File: src/rtl/vecunit_fp_pkg.sv
// Shared FP32 constants and operand types for the vector FP unit.
package vecunit_fp_pkg;

  localparam int unsigned FP32_BIAS    = 127;
  localparam int unsigned FP32_EXP_MAX = 255;
  localparam int unsigned SIG_W        = 24;
  localparam int unsigned PROD_W       = 48;

  // Round codes carried alongside each element
  localparam logic [1:0] RM_TRUNC   = 2'b00;
  localparam logic [1:0] RM_RNE     = 2'b01;
  localparam logic [1:0] RM_POS_INF = 2'b10;
  localparam logic [1:0] RM_NEG_INF = 2'b11;

  typedef struct packed {
    logic             sign;
    logic [7:0]       exp;
    logic [SIG_W-1:0] sig;
  } fp32_unpacked_t;

  // Split an FP32 word into sign, biased exponent and significand with hidden one.
  function automatic fp32_unpacked_t fp32_unpack(input logic [31:0] x);
    fp32_unpacked_t u;
    u.sign = x[31];
    u.exp  = x[30:23];
    u.sig  = {1'b1, x[22:0]};
    return u;
  endfunction

endpackage

File: src/rtl/mant_mul_pipe.sv
// Two-stage 24x24 unsigned multiplier: split partial products, then registered sum.
module mant_mul_pipe
  import vecunit_fp_pkg::*;
(
  input  logic              clk_i,
  input  logic              rst_ni,
  input  logic              en_i,
  input  logic              flush_i,
  input  logic              valid_i,
  input  logic [SIG_W-1:0]  a_i,
  input  logic [SIG_W-1:0]  b_i,
  output logic              valid_o,
  output logic [PROD_W-1:0] prod_o
);

  localparam int unsigned HALF_W = SIG_W / 2;
  localparam int unsigned PP_W   = SIG_W + HALF_W;

  logic [PP_W-1:0]   w_pp_lo, w_pp_hi;
  logic [PROD_W-1:0] w_sum;
  logic [PP_W-1:0]   r_pp_lo, r_pp_hi;
  logic              r_v2, r_v3;
  logic [PROD_W-1:0] r_prod;

  // Partial products against the low and high halves of b
  always_comb begin
    w_pp_lo = PP_W'(a_i) * PP_W'(b_i[HALF_W-1:0]);
    w_pp_hi = PP_W'(a_i) * PP_W'(b_i[SIG_W-1:HALF_W]);
    w_sum   = PROD_W'(r_pp_lo) + (PROD_W'(r_pp_hi) << HALF_W);
  end

  // Stage valids: flush clears, otherwise advance only on the shared enable
  always_ff @(posedge clk_i or negedge rst_ni) begin
    if (!rst_ni) begin
      r_v2 <= 1'b0;
      r_v3 <= 1'b0;
    end else if (flush_i) begin
      r_v2 <= 1'b0;
      r_v3 <= 1'b0;
    end else if (en_i) begin
      r_v2 <= valid_i;
      r_v3 <= r_v2;
    end
  end

  // Data registers advance with the pipe, bubbles included
  always_ff @(posedge clk_i or negedge rst_ni) begin
    if (!rst_ni) begin
      r_pp_lo <= '0;
      r_pp_hi <= '0;
      r_prod  <= '0;
    end else if (en_i) begin
      r_pp_lo <= w_pp_lo;
      r_pp_hi <= w_pp_hi;
      r_prod  <= w_sum;
    end
  end

  assign valid_o = r_v3;
  assign prod_o  = r_prod;

endmodule

File: src/rtl/vec_fp32_mul_front.sv
// FP32 multiply front end: unpack, exponent sum, class flags and exact significand product.
module vec_fp32_mul_front
  import vecunit_fp_pkg::*;
#(
  parameter int unsigned BIAS = FP32_BIAS
) (
  input  logic        clk_i,
  input  logic        rst_ni,
  input  logic        flush_i,
  input  logic        in_valid_i,
  output logic        in_ready_o,
  input  logic [31:0] a_i,
  input  logic [31:0] b_i,
  input  logic        elem_valid_i,
  input  logic        mask_i,
  input  logic [1:0]  rm_i,
  output logic        out_valid_o,
  input  logic        out_ready_i,
  output logic        sa_o,
  output logic        sb_o,
  output logic        elem_valid_o,
  output logic        mask_o,
  output logic [1:0]  round_code_o,
  output logic [47:0] mult_result_o,
  output logic [7:0]  exponent_sum_o,
  output logic        overflow_o,
  output logic        underflow_o
);

  localparam logic signed [9:0] S_MAX = 10'sd254;
  localparam logic signed [9:0] S_MIN = 10'sd1;

  logic              w_en, w_accept;
  fp32_unpacked_t    w_a, w_b;
  logic [9:0]        w_s;
  logic              w_zero, w_inf;
  logic              w_ovf, w_unf, w_kill;
  logic [7:0]        w_exp;
  logic [SIG_W-1:0]  w_ma;
  logic              w_mul_valid;
  logic [PROD_W-1:0] w_prod;

  // Stage 1 registers
  logic              r1_valid;
  fp32_unpacked_t    r1_a, r1_b;
  logic signed [9:0] r1_s;
  logic              r1_zero, r1_inf, r1_ev, r1_mask;
  logic [1:0]        r1_rm;
  // Stage 2 registers
  logic [7:0]        r2_exp;
  logic              r2_ovf, r2_unf, r2_sa, r2_sb, r2_ev, r2_mask;
  logic [1:0]        r2_rm;
  // Stage 3 (output) registers
  logic [7:0]        r3_exp;
  logic              r3_ovf, r3_unf, r3_sa, r3_sb, r3_ev, r3_mask;
  logic [1:0]        r3_rm;

  assign w_en       = ~out_valid_o | out_ready_i;
  assign in_ready_o = w_en;
  assign w_accept   = in_valid_i & w_en & ~flush_i;

  // Unpack operands, form the 10-bit biased exponent sum and operand classes
  always_comb begin
    w_a    = fp32_unpack(a_i);
    w_b    = fp32_unpack(b_i);
    w_s    = {2'b00, w_a.exp} + {2'b00, w_b.exp} - 10'(BIAS);
    w_zero = (w_a.exp == 8'd0) | (w_b.exp == 8'd0);
    w_inf  = (w_a.exp == 8'(FP32_EXP_MAX)) | (w_b.exp == 8'(FP32_EXP_MAX));
  end

  // Stage 1 valid: flush beats accept, everything holds while stalled
  always_ff @(posedge clk_i or negedge rst_ni) begin
    if (!rst_ni) begin
      r1_valid <= 1'b0;
    end else if (flush_i) begin
      r1_valid <= 1'b0;
    end else if (w_en) begin
      r1_valid <= w_accept;
    end
  end

  // Stage 1 data capture
  always_ff @(posedge clk_i or negedge rst_ni) begin
    if (!rst_ni) begin
      r1_a    <= '0;
      r1_b    <= '0;
      r1_s    <= '0;
      r1_zero <= 1'b0;
      r1_inf  <= 1'b0;
      r1_ev   <= 1'b0;
      r1_mask <= 1'b0;
      r1_rm   <= '0;
    end else if (w_en) begin
      r1_a    <= w_a;
      r1_b    <= w_b;
      r1_s    <= w_s;
      r1_zero <= w_zero;
      r1_inf  <= w_inf;
      r1_ev   <= elem_valid_i;
      r1_mask <= mask_i;
      r1_rm   <= rm_i;
    end
  end

  // Resolve flags by priority zero > Inf/NaN > overflow > underflow
  always_comb begin
    w_ovf  = 1'b0;
    w_unf  = 1'b0;
    w_exp  = 8'd0;
    w_kill = 1'b1;
    if (r1_zero) begin
      w_kill = 1'b1;
    end else if (r1_inf) begin
      w_ovf = 1'b1;
    end else if (r1_s > S_MAX) begin
      w_ovf  = 1'b1;
      w_exp  = r1_s[7:0];
      w_kill = 1'b0;
    end else if (r1_s < S_MIN) begin
      w_unf = 1'b1;
    end else begin
      w_exp  = r1_s[7:0];
      w_kill = 1'b0;
    end
    // Zeroing one factor makes the product 0 for every killed class
    w_ma = w_kill ? '0 : r1_a.sig;
  end

  mant_mul_pipe u_mant_mul_pipe (
    .clk_i   (clk_i),
    .rst_ni  (rst_ni),
    .en_i    (w_en),
    .flush_i (flush_i),
    .valid_i (r1_valid),
    .a_i     (w_ma),
    .b_i     (r1_b.sig),
    .valid_o (w_mul_valid),
    .prod_o  (w_prod)
  );

  // Stages 2 and 3 carry flags and pass-through fields beside the multiplier
  always_ff @(posedge clk_i or negedge rst_ni) begin
    if (!rst_ni) begin
      r2_exp  <= '0;
      r2_ovf  <= 1'b0;
      r2_unf  <= 1'b0;
      r2_sa   <= 1'b0;
      r2_sb   <= 1'b0;
      r2_ev   <= 1'b0;
      r2_mask <= 1'b0;
      r2_rm   <= '0;
      r3_exp  <= '0;
      r3_ovf  <= 1'b0;
      r3_unf  <= 1'b0;
      r3_sa   <= 1'b0;
      r3_sb   <= 1'b0;
      r3_ev   <= 1'b0;
      r3_mask <= 1'b0;
      r3_rm   <= '0;
    end else if (w_en) begin
      r2_exp  <= w_exp;
      r2_ovf  <= w_ovf;
      r2_unf  <= w_unf;
      r2_sa   <= r1_a.sign;
      r2_sb   <= r1_b.sign;
      r2_ev   <= r1_ev;
      r2_mask <= r1_mask;
      r2_rm   <= r1_rm;
      r3_exp  <= r2_exp;
      r3_ovf  <= r2_ovf;
      r3_unf  <= r2_unf;
      r3_sa   <= r2_sa;
      r3_sb   <= r2_sb;
      r3_ev   <= r2_ev;
      r3_mask <= r2_mask;
      r3_rm   <= r2_rm;
    end
  end

  assign out_valid_o    = w_mul_valid;
  assign mult_result_o  = w_prod;
  assign exponent_sum_o = r3_exp;
  assign overflow_o     = r3_ovf;
  assign underflow_o    = r3_unf;
  assign sa_o           = r3_sa;
  assign sb_o           = r3_sb;
  assign elem_valid_o   = r3_ev;
  assign mask_o         = r3_mask;
  assign round_code_o   = r3_rm;

endmodule

File: config.mk
export PLATFORM = sky130hd
export DESIGN_NAME = vec_fp32_mul_front
export DESIGN_NICKNAME = d
export VERILOG_FILES = /design/src/rtl/vecunit_fp_pkg.sv /design/src/rtl/mant_mul_pipe.sv /design/src/rtl/vec_fp32_mul_front.sv
export SDC_FILE = /design/constraint.sdc
export NUM_CORES = 2
export LEC_CHECK = 0
export CORE_MARGIN = 2
export CORE_UTILIZATION = 45
export CTS_CLUSTER_DIAMETER = 30
export DETAILED_ROUTE_END_ITERATION = 10
export SYNTH_ARGS = -nofsm -noshare
export SYNTH_HDL_FRONTEND = slang
export SYNTH_SLANG_ARGS = --single-unit
File: constraint.sdc
create_clock -name clk_i -period 8.8 [get_ports clk_i]
set_input_delay 1.76 -clock clk_i [delete_from_list [all_inputs] [get_ports clk_i]]
set_output_delay 1.76 -clock clk_i [all_outputs]
set_load 0.02 [all_outputs]
==> results by group <==
Status
  • Status: complete, no violations

CTS
  • Maximum root-to-sink buffer count: 3
  • Post-CTS Setup Inserts: 0
  • Post-cts sizing count: 0
  • CTS sink count: 220
  • Skew-Pair Late Insertion Delay: 610 ps
  • CTS tree: yes
  • CTS Hold Bufs: 0
  • Max H-tree Level: 2
  • Total CTS buffers: 53
  • Clock-pin slew of the registers on the worst-case setup and hold paths: 40 ps
  • Root Buffer: clkbuf_16

Final layout
  • Ratio of cells with drive above 1 in the final layout: 4.400%
  • Area of the multi-input gates: 20,100 sq um
  • Final Util: 51.44%
  • Reg area: 5505 sq um
  • Commonest non-fill, non-tap cell in the layout: nand2_1
  • NumNets Final: 4,046
  • Fillers: 5,903
  • Area Overhead vs Synth: 13.55%
  • Commonest cells after routing, fill and taps aside: nand2_1, inv_1, fa_1

Worst setup path
  • Worst setup path start: r1_s[4]$_DFFE_PN0N_
  • Worst Path Arrival: 8470 ps
  • End point of the critical path: u_mant_mul_pipe.r_pp_hi[33]$_DFFE_PN0N_
  • R2R Path End: u_mant_mul_pipe.r_pp_hi[33]$_DFFE_PN0N_
  • CP startpoint kind: flip-flop
  • Cells on worst reg2reg path: 23
  • Critical setup path kind: flip-flop to flip-flop
  • CP Max Fanout: 22
  • R2R Path Start: r1_s[4]$_DFFE_PN0N_
  • Critical Path End Type: flip-flop
  • Crit path required time: 9230 ps
  • FF-to-FF setup slack: 760 ps

Yosys
  • Post-Syn Area: 28,420 sq um
  • Register area share after synthesis: 19.37%
  • Post-synthesis cell count: 3,328
  • Synth warn: 0
  • Net Count, Synth: 4,030
  • Ys flop type: dfrtp_1
  • Post-synth ARST share: 100.0%
  • Seq cells post-synth: 220
  • Share of the synthesized area in the top cell type: 31.14%
  • Cell accounting for the most synthesized area: fa_1
  • Synth top area cells: fa_1, dfrtp_1, nand2_1
  • EDFF count, synth: 0
  • Synth unique cells: 82
  • Avg Inst Size Synth: 8.539 sq um

STA
  • Worst slew pin tran: 1245 ps
  • Final worst setup slack: 758.8 ps
  • Final period util: 91.38%
  • Endpoints failing hold: 0
  • Post-Route Skew: 22.60 ps
  • RSZ-0062 raised after global routing: no
  • Slew margin rel.: 16.97%
  • Setup Viol. Count Final: 0
  • Fmax: 0.1244 GHz
  • Fin crit period: 8041 ps
  • Pins over their slew limit: 0
  • Fin Setup TNS: 0 ps

Floorplan
  • Rows: 92
  • I/O Pins: 139
  • Starting Density: 45.30%
  • Die Y: 255.3 um
  • CORE AREA: 62,740 sq um
  • Die width: 255.3 um
  • Die area: 65,180 sq um

Hold path
  • Worst min-delay path class: flip-flop to flip-flop
  • Hold path depth: 2

Route
  • Vias: 22,720
  • Via-to-Cell Ratio: 5.366
  • Remaining DRCs: 0
  • Iteration-0 DRC Markers: 1,544
  • ANT nets after route: 0
  • DR WL/cell: 18.96 um
  • WL final: 80.27 mm
  • Pre-Repair DR Iteration Count: 5

Place
  • Post-Place Worst Slack: 861.5 ps
  • DP Wirelength: 61.40 mm
  • Placer congestion estimate: 0.9186
  • IO Port Bufs: 138

Global routing
  • Initial antenna violation count: 2
  • GRT Total Usage: 25.33%
  • First-pass GRT wire length: 128.3 mm
  • Pin count of the biggest net entering global routing: 159
  • Grt total ovfl: 0
  • Vias in the first global route: 23,600

Run
  • Maxcap violations: 0
## how the worst min path moves through the flow
stage	from	endpoint	slack (ps)
after CTS	sb_o$_DFFE_PN0N_	sb_o$_DFFE_PN0N_	460
final	sa_o$_DFFE_PN0N_	sa_o$_DFFE_PN0N_	460
after global placement	exponent_sum_o[3]$_DFFE_PN0N_	exponent_sum_o[3]$_DFFE_PN0N_	450
after global routing	r2_ev$_DFFE_PN0N_	r2_ev$_DFFE_PN0N_	480
after floorplan	r1_a[32]$_DFFE_PN0N_	r1_a[32]$_DFFE_PN0N_	440
after detailed placement	sb_o$_DFFE_PN0N_	sb_o$_DFFE_PN0N_	450
## critical path, cell delays in order, from the launching register on
cell and delay, ps:
dfrtp_1 390, nor4_1 80, a31oi_1 260, nor3b_4 780
buf_4 360, and2_0 980, nand2_1 200, fa_1 490
fa_1 470, fa_1 550, inv_1 50, fa_1 470
inv_1 50, fa_1 470, inv_1 40, ha_1 340
a21oi_1 220, o22ai_1 160, or3b_1 410, o221a_4 260
a221oi_4 300, o31ai_1 160, xnor2_1 260, a21oi_1 100
## cell families after synthesis
group	share of synthesized area [%]
fa+ha+maj	39.37
mux	0.03523
flops	19.37
xor+xnor	2.620
simple gates	19.61
compound gates	9.057
buf+inv	9.933
## metal layers
layer | GRT usage, % | share of wire (%)
met1 | 34.91 | 44
met2 | 39.85 | 45
met3 | 4.953 | 7.3
met4 | 9.056 | 3.6
met5 | 0 | 0
## layout make-up
class	instances	share of cell area, %
repair buffers	162	4.932
clock buffers	70	4.742
flip-flops and latches	220	17.06
multi-input cells	2372	62.30
clock inverters	27	1.423
inverters	535	6.247
well taps	846	3.280
diodes	2	0.01551
## synth_stat cells, drive strengths merged (13+ instances only)
library cell,n
dfrtp,220
o31ai,13
ha,187
nand3,33
and2,35
fa,442
nor2,112
xnor2,46
nand4,23
o21ai,66
inv,535
a21oi,151
a31oi,23
xor2,39
a21o,53
buf,46
clkbuf,155
nand2,826
and3,172
## registers in the layout, indices dropped and copies added (netlist names), 2 cells and up
signal	flops
r1_b	24
u_mant_mul_pipe.prod_o	48
u_mant_mul_pipe.r_pp_lo	36
r1_s	10
r2_exp	8
exponent_sum_o	8
u_mant_mul_pipe.r_pp_hi	36
r2_rm	2
r1_a	25
round_code_o	2
r1_rm	2
## per-stage QoR
step / hold WS, ps / cell area [sq um] / std cells
5_1_grt: 481.8 / 32270 / 4233
2_1_floorplan: 438.6 / 28420 / 3328
4_1_cts: 464.5 / 32260 / 4232
3_3_place_gp: 447.9 / 30270 / 4135
3_5_place_dp: 454.6 / 30270 / 4135
6_report: 457.2 / 32270 / 4234
Power is left out: the tool's default activity adds up to more than one toggle a clock period on the data nets, which glitch-free logic cannot reach.
